## src/rtl/fetch_decode_pkg.sv

```systemverilog
// Shared ISA definitions: FSM state encoding and the opcode/ext constants
// that both the sequencer and the datapath decode against.
package fetch_decode_pkg;

  typedef enum logic [1:0] {
    ST_IDLE    = 2'd0,
    ST_FETCH   = 2'd1,
    ST_DECODE  = 2'd2,
    ST_EXECUTE = 2'd3
  } state_t;

  localparam logic [3:0] OP_NOP   = 4'h0;
  localparam logic [3:0] EXT_NOP  = 4'h0;
  localparam logic [3:0] EXT_ADDC = 4'h7;
  localparam logic [3:0] OP_HALT  = 4'hF;

  localparam int CARRY_BIT = 3;

endpackage

```

## src/rtl/fetch_decode_dec4to16.sv

```systemverilog
// 4-to-16 one-hot decoder with enable; shared with the register bank.
module dec4to16 (
  input  logic        en,
  input  logic [3:0]  sel,
  output logic [15:0] onehot
);

  always_comb begin
    onehot = 16'h0000;
    if (en) onehot[sel] = 1'b1;
  end

endmodule

```

## src/rtl/fetch_decode.sv

```systemverilog
// Three-cycle fetch/decode/execute sequencer: drives the instruction
// address, latches the instruction word and issues register write enables.
module fetch_decode
  import fetch_decode_pkg::*;
(
  input  logic        clk,
  input  logic        reset,
  input  logic        run,
  output logic [15:0] mem_addr,
  input  logic [15:0] mem_data,
  input  logic [4:0]  flags,
  output logic [15:0] alu_code,
  output logic [15:0] reg_en,
  output logic        cin,
  output logic        halted,
  output logic [1:0]  state
);

  state_t      state_q, state_d;
  logic [15:0] pc_q, pc_d;
  logic [15:0] ir_q, ir_d;
  logic        halted_q, halted_d;

  logic [3:0]  opcode, ext, dest;
  logic        is_nop, is_halt, is_addc;
  logic        wr_en;
  logic        unused_flags;

  assign opcode  = ir_q[15:12];
  assign dest    = ir_q[11:8];
  assign ext     = ir_q[7:4];
  assign is_nop  = (opcode == OP_NOP) && (ext == EXT_NOP);
  assign is_halt = (opcode == OP_HALT);
  assign is_addc = (opcode == OP_NOP) && (ext == EXT_ADDC);

  assign unused_flags = ^{flags[4], flags[2:0]};

  // State register
  always_ff @(posedge clk) begin
    if (reset) state_q <= ST_IDLE;
    else       state_q <= state_d;
  end

  // Next-state logic; a started instruction always runs through EXECUTE
  always_comb begin
    state_d = state_q;
    case (state_q)
      ST_IDLE:    if (run && !halted_q) state_d = ST_FETCH;
      ST_FETCH:   state_d = ST_DECODE;
      ST_DECODE:  state_d = ST_EXECUTE;
      ST_EXECUTE: begin
        if (is_halt)  state_d = ST_IDLE;
        else if (run) state_d = ST_FETCH;
        else          state_d = ST_IDLE;
      end
      default:    state_d = ST_IDLE;
    endcase
  end

  // Program counter, instruction register and halt flag
  always_comb begin
    pc_d     = pc_q;
    ir_d     = ir_q;
    halted_d = halted_q;
    if (state_q == ST_DECODE) ir_d = mem_data;
    if (state_q == ST_EXECUTE) begin
      if (is_halt) halted_d = 1'b1;
      else         pc_d     = pc_q + 16'd1;
    end
  end

  always_ff @(posedge clk) begin
    if (reset) begin
      pc_q     <= 16'h0000;
      ir_q     <= 16'h0000;
      halted_q <= 1'b0;
    end else begin
      pc_q     <= pc_d;
      ir_q     <= ir_d;
      halted_q <= halted_d;
    end
  end

  // Outputs decoded from the current state
  always_comb begin
    wr_en = 1'b0;
    cin   = 1'b0;
    if (state_q == ST_EXECUTE) begin
      wr_en = !is_nop && !is_halt;
      if (is_addc) cin = flags[CARRY_BIT];
    end
  end

  dec4to16 u_dec (
    .en     (wr_en),
    .sel    (dest),
    .onehot (reg_en)
  );

  assign mem_addr = pc_q;
  assign alu_code = ir_q;
  assign halted   = halted_q;
  assign state    = state_q;

endmodule

```

## config.mk

```make
export PLATFORM = sky130hd
export DESIGN_NAME = fetch_decode
export DESIGN_NICKNAME = d
export VERILOG_FILES = /design/src/rtl/fetch_decode_pkg.sv /design/src/rtl/fetch_decode_dec4to16.sv /design/src/rtl/fetch_decode.sv
export SDC_FILE = /design/constraint.sdc
export NUM_CORES = 1
export LEC_CHECK = 0
export ABC_AREA = 1
export CORE_ASPECT_RATIO = 0.8
export CORE_MARGIN = 2
export CORE_UTILIZATION = 45
export DETAILED_ROUTE_END_ITERATION = 8
export GPL_ROUTABILITY_DRIVEN = 0
export PLACE_DENSITY = 0.85
export SETUP_SLACK_MARGIN = 0.02
export SKIP_CTS_REPAIR_TIMING = 1
export SLEW_MARGIN = 20
export SYNTH_ARGS = -nofsm -noshare
export SYNTH_HDL_FRONTEND = slang
export SYNTH_SLANG_ARGS = --single-unit
export TNS_END_PERCENT = 10
```

## constraint.sdc

```tcl
create_clock -name clk -period 4.7 [get_ports clk]
set_input_delay 1.41 -clock clk [delete_from_list [all_inputs] [get_ports clk]]
set_output_delay 1.41 -clock clk [all_outputs]
set_load 0.05 [all_outputs]
```

==> impl_metrics.yaml, run 1 <==
layout:
  stdcell_area_sq_um: 2560
  nFillCells: 307
  regArea_sq_um: 701
  area_growth_pct: 48.6
  fin_util: 0.688
  drive_above_1_share: 0.0554
  multiInputGateArea_sq_um: 883
  layout_commonest_cell: "clkdlybuf4s50_1"
  fin_nets: 353
  layout_common_cells: "70 x clkdlybuf4s50_1, 46 x nand2_1, 44 x nor2_1"
  diodes: 0
clock_network:
  clk_pin_slew_ns: 0.07
  cts_max_level: 2
  clock_latency_ns: 0.29
  numCtsBuffers: 5
  cts.path.max_buffers: 2
  clkSinkCount: 35
  cts-root-buf: "clkbuf_8"
  cts_tree: "done"
setup_path:
  startpoint_type: "flip-flop"
  arrival_ns: 2.76
  worstSetupEndpointType: "output pin"
  worstPathRequired_ns: 3.29
  worst-path-max-fanout: 16
  critPathKind: "reg2out"
timing:
  finalSetupViolCount: 0
  skew_ns: 0.0105
  period_share: 0.888
  setup-tns-final_ns: 0
  max-slew-margin-rel: 0.309
  worst_pin_slew_ns: 1.03
  rsz0062_at_grt: "false"
  finalHoldViolCount: 0
  fmax_mhz: 240
  fin_crit_ns: 4.17
  maxSlewViolCount: 0
logic_synthesis:
  syn_area_sq_um: 1730
  synth_nets: 282
  synth_top_family_by_area: "simple AND/OR/NAND/NOR gates"
  async_flop_share: 0
  synth-seq-cells: 35
  synthXorXnorAreaFrac: 0.0152
  ys_types: 26
  synth_mux_area_frac: 0
  yosysTopAreaCellShare: 0.406
  syn_avg_cell_area_sq_um: 6.82
  yosys.area_share.simple: 0.312
  synth_edf_count: 0
  synth_top_area_cell: "dfxtp_1"
  ys_seq_area_frac: 0.406
  synth-adder-area-share: 0.0362
  synth_area_leaders: "dfxtp_1 41%, nand2_1 10%, nor2_1 9.6%"
  synth-main-ff-cell: "dfxtp_1"
  synth-compound-area-share: 0.149
  ys_warn_count: 0
  syn_inst: 253
routing:
  drt_first_pass_iters: 4
  num_vias: 1852
  vias_per_cell: 5.02
  drtIter0Drc: 100
  detail-route-antenna-nets: 0
  wl_mm: 4.45
  post_drt_wl_per_cell_microns: 12.0
  drc_errors: 0
min_path:
  min_path_type: "reg2reg"
grt:
  overflow: 0
  grt_usage: 0.214
  grt_pass1_wl_mm: 7.40
  grt_pass1_vias: 1684
  grt_start_max_net_pins: 28
  antenna_found_initial: 0
die:
  die_area_sq_um: 4350
  die_y_microns: 59.4
  core-area_sq_um: 3730
  boundaryPins: 76
  start_util: 0.463
  dieWidth_microns: 73.3
  rows: 20
placement:
  dpl_cell_area_sq_um: 2450
  portBuffers: 71
  dpl.hpwl_mm: 3.31
power:
  power.total_mw: 1.28
  ir_worst_vdd_mv: 0.416
  p_per_area_nw_per_um2: 498
  leakagePower_nw: 0.948
run:
  drv_cap: 0
status:
  status: "finished, final reports clean"
==> stage by stage <==
step	setup slack, ns	std cells	hold WS [ns]
after detailed placement	0.850	361	0.488
after global routing	0.352	369	0.525
after CTS	0.524	369	0.506
final	0.527	369	0.504
after global placement	0.908	361	0.472
after floorplan	0.327	253	0.696
==> kinds of logic after synthesis <==
group	Yosys count
XOR/XNOR	3
buffers and inverters	34
flip-flops	35
adder cells (fa/ha/maj)	5
AND/OR/NAND/NOR	125
AO/OA/AOI/OAI	51
==> power by group <==
group / internal (mW) / switching [mW]
Clock: 0.158 / 0.115
Combinational: 0.181 / 0.411
Sequential: 0.359 / 0.0533
Total: 0.698 / 0.579
==> routing by layer <==
layer	GRT usage	vias to the layer above	part of all wire
li1	-	963	-
met1	0.272	840	0.46
met2	0.373	39	0.49
met3	0.0425	10	0.040
met4	0.0556	0	0.013
met5	0	-	0
==> flip-flops by register name, summed over array words and instances (netlist names) <==
signal,cells
halted,1
state,2
alu_code,16
mem_addr,16
==> cell type report <==
cell class,count,area share
clock buffer,5,0.0268
clock inverter,3,0.0171
tap,44,0.0215
sequential,35,0.273
inverter,26,0.0380
multi-input combinational,184,0.344
timing repair buffer,72,0.279
==> worst max-delay path, cell delays in order (launching register included) <==
cell and delay, ns:
dfxtp_1 0.41, ha_1 0.25, inv_1 0.07, nor2_2 0.09
buf_4 0.18, o21ai_1 0.35, nor3_1 0.28, clkdlybuf4s50_1 0.84
==> final timing paths <==
path	startpoint	endpoint	slack, ns	cells past startpoint
worst min register to register	alu_code[7]	alu_code[7]	0.50	2
worst max-delay path	state[0]	reg_en[5]	0.53	7
worst max register to register	state[0]	alu_code[10]	3.00	5
worst min-delay path	alu_code[7]	alu_code[7]	0.50	2
==> synthesized netlist by cell type, types with 2 or more instances <==
master    instances
a21oi_1          21
buf_2             3
clkbuf_1          2
dfxtp_1          35
ha_1              5
inv_1            24
inv_2             2
nand2_1          46
nand3_1           8
nand4_1           2
nor2_1           44
nor2_2            2
nor3_1           18
o21ai_0          27
o21ai_1           2
xor2_1            2
Note: power is estimated with default switching activity, not from simulation.
==> run 2: changes to the inputs <==
--- a/config.mk
+++ b/config.mk
@@ -12,9 +12,8 @@
 export DETAILED_ROUTE_END_ITERATION = 8
 export GPL_ROUTABILITY_DRIVEN = 0
 export PLACE_DENSITY = 0.85
-export SETUP_SLACK_MARGIN = 0.02
 export SKIP_CTS_REPAIR_TIMING = 1
-export SLEW_MARGIN = 20
+export SLEW_MARGIN = 25
 export SYNTH_ARGS = -nofsm -noshare
 export SYNTH_HDL_FRONTEND = slang
 export SYNTH_SLANG_ARGS = --single-unit
==> results of run 2 <==
The final DEF is identical to that of run 1; final timing and power are the same.
==> run 3: changes to the inputs <==
--- a/config.mk
+++ b/config.mk
@@ -8,10 +8,10 @@
 export ABC_AREA = 1
 export CORE_ASPECT_RATIO = 0.8
 export CORE_MARGIN = 2
-export CORE_UTILIZATION = 45
+export CORE_UTILIZATION = 38
 export DETAILED_ROUTE_END_ITERATION = 8
 export GPL_ROUTABILITY_DRIVEN = 0
-export PLACE_DENSITY = 0.85
+export PLACE_DENSITY = 0.77
 export SKIP_CTS_REPAIR_TIMING = 1
 export SLEW_MARGIN = 25
 export SYNTH_ARGS = -nofsm -noshare
==> constraint.sdc (replaced) <==
create_clock -name clk -period 3.8 [get_ports clk]
set_input_delay 1.14 -clock clk [delete_from_list [all_inputs] [get_ports clk]]
set_output_delay 1.14 -clock clk [all_outputs]
set_load 0.05 [all_outputs]
==> run 3 against run 2 <==
  * Setup slack got worse by 0.046 ns
  * Core utilization decreased by 9.6 points
  * First-iteration DRC count decreased by 13%
  * Die area increased by 17%
  * Hold slack got worse by 0.016 ns
  * Via count decreased by 0.97%
  * Non-clock buffer count unchanged
  * Combinational power increased by 24%
  * Largest cell class unchanged
==> impl_metrics.yaml, run 3 (synthesis results as in run 1) <==
setup_path:
  startpoint_type: "input port"
  crit_path_start: "flags[3]"
  arrival_ns: 2.18
  worstPathRequired_ns: 2.66
  worstSetupEndpointType: "output pin"
  ff2ff_path_depth: 5
  worst-path-max-fanout: 1
  r2r_slack_ns: 2.08
  reg2reg_from: "state[0]"
  critPathKind: "in2out"
routing:
  post_drt_wl_per_cell_microns: 11.7
  vias_per_cell: 4.81
  num_vias: 1834
  wl_mm: 4.46
  detail-route-antenna-nets: 0
  drc_errors: 0
  drt_first_pass_iters: 4
  drtIter0Drc: 87
min_path:
  min_path_type: "reg2reg"
  hold_path_startpoint: "alu_code[7]"
  holdPathStages: 2
timing:
  skew_ns: 0.00524
  fin_crit_ns: 3.32
  worst_pin_slew_ns: 0.993
  finalHoldViolCount: 0
  maxSlewViolCount: 0
  max-slew-margin-rel: 0.334
  period_share: 0.873
  finalWorstSetupSlack_ns: 0.482
  fmax_mhz: 301
  setup-tns-final_ns: 0
  holdWs_ns: 0.488
  rsz0062_at_grt: "false"
  finalSetupViolCount: 0
clock_network:
  clk_pin_slew_ns: 0.06
  cts_tree: "done"
  cts-root-buf: "clkbuf_8"
  clkSinkCount: 35
  cts.path.max_buffers: 2
  numCtsBuffers: 5
  clock_latency_ns: 0.28
  cts_max_level: 2
power:
  clock_power_share: 0.179
  p_int_mw: 0.809
  p_per_area_nw_per_um2: 597
  p_seq_frac: 0.337
  leakagePower_nw: 0.973
  p_sw_frac: 0.466
  net-switching-power_mw: 0.706
  power.share.combinational: 0.485
  ir_worst_vdd_mv: 0.365
layout:
  drive_above_1_share: 0.105
  fin_nets: 353
  layout_commonest_cell: "clkdlybuf4s50_1"
  nFillCells: 413
  diodes: 0
  fin_util: 0.592
  area_growth_pct: 46.8
  layout_common_cells: "54 x clkdlybuf4s50_1, 46 x nand2_1, 44 x nor2_1"
grt:
  overflow: 0
  antenna_found_initial: 0
  grt_usage: 0.185
  grt_pass1_vias: 1632
  grt_start_max_net_pins: 28
  grt_pass1_wl_mm: 7.33
run:
  drv_cap: 0
placement:
  dpl.hpwl_mm: 3.29
  dp_slack_ns: 0.481
  portBuffers: 71
die:
  dieWidth_microns: 79.4
  start_util: 0.403
  die_area_sq_um: 5100
  core-area_sq_um: 4280
  die_y_microns: 64.3
  boundaryPins: 76
  rows: 21
status:
  status: "finished, final reports clean"
==> run 3: cell count changes in the layout (fill, tap and decap cells not counted) <==
| cell | change |
|---|---|
| buf_12 | +1 |
| buf_4 | +15 |
| bufinv_16 | -1 |
| clkbuf_8 | +1 |
| clkdlybuf4s50_1 | -16 |
| clkinv_4 | -1 |
| nor4_1 | -1 |
| nor4_2 | +1 |
==> run 3: final cells by class <==
cell class / instances / area [sq um] / area share
repair buffers: 72 / 688 / 0.271
clock buffers: 6 / 82.6 / 0.0326
clock inverters: 1 / 5.00 / 0.00197
multi-input cells: 184 / 890 / 0.351
well taps: 57 / 71.3 / 0.0281
flip-flops and latches: 35 / 701 / 0.276
inverters: 26 / 97.6 / 0.0385
==> run 3: metal layers <==
layer / up-vias / track usage / share of wire
met1: 814 / 0.238 / 0.48
met4: 0 / 0.0711 / 0.0090
met3: 7 / 0.0579 / 0.054
met2: 46 / 0.288 / 0.45
li1: 967 / - / -
met5: - / 0 / 0
==> run 3: path summary, 6_finish.rpt <==
kind / to
min reg2reg: alu_code[7]
max reg2reg: alu_code[10]
min: alu_code[7]
max: cin
==> run 3: through the flow <==
stage          instances  power, mW  instance area [sq um]
4_1_cts              381       1.52                   2530
6_report             381       1.51                   2530
3_3_place_gp         374       1.24                   2450
3_5_place_dp         374       1.25                   2450
2_1_floorplan        253       1.02                   1730
5_1_grt              381       1.61                   2530
==> run 3: critical path: stages <==
cell,delay [ns]
clkdlybuf4s50_1,0.45
nand4_1,0.11
nor4_2,0.28
buf_12,0.19
==> run 3: power by group through the flow <==
stage	Sequential [mW]	Combinational (mW)	Clock (mW)
CTS	0.510	0.737	0.278
global route	0.520	0.794	0.297
detailed placement	0.517	0.732	0
finish	0.510	0.734	0.270
floorplan	0.771	0.250	0
global placement	0.513	0.727	0
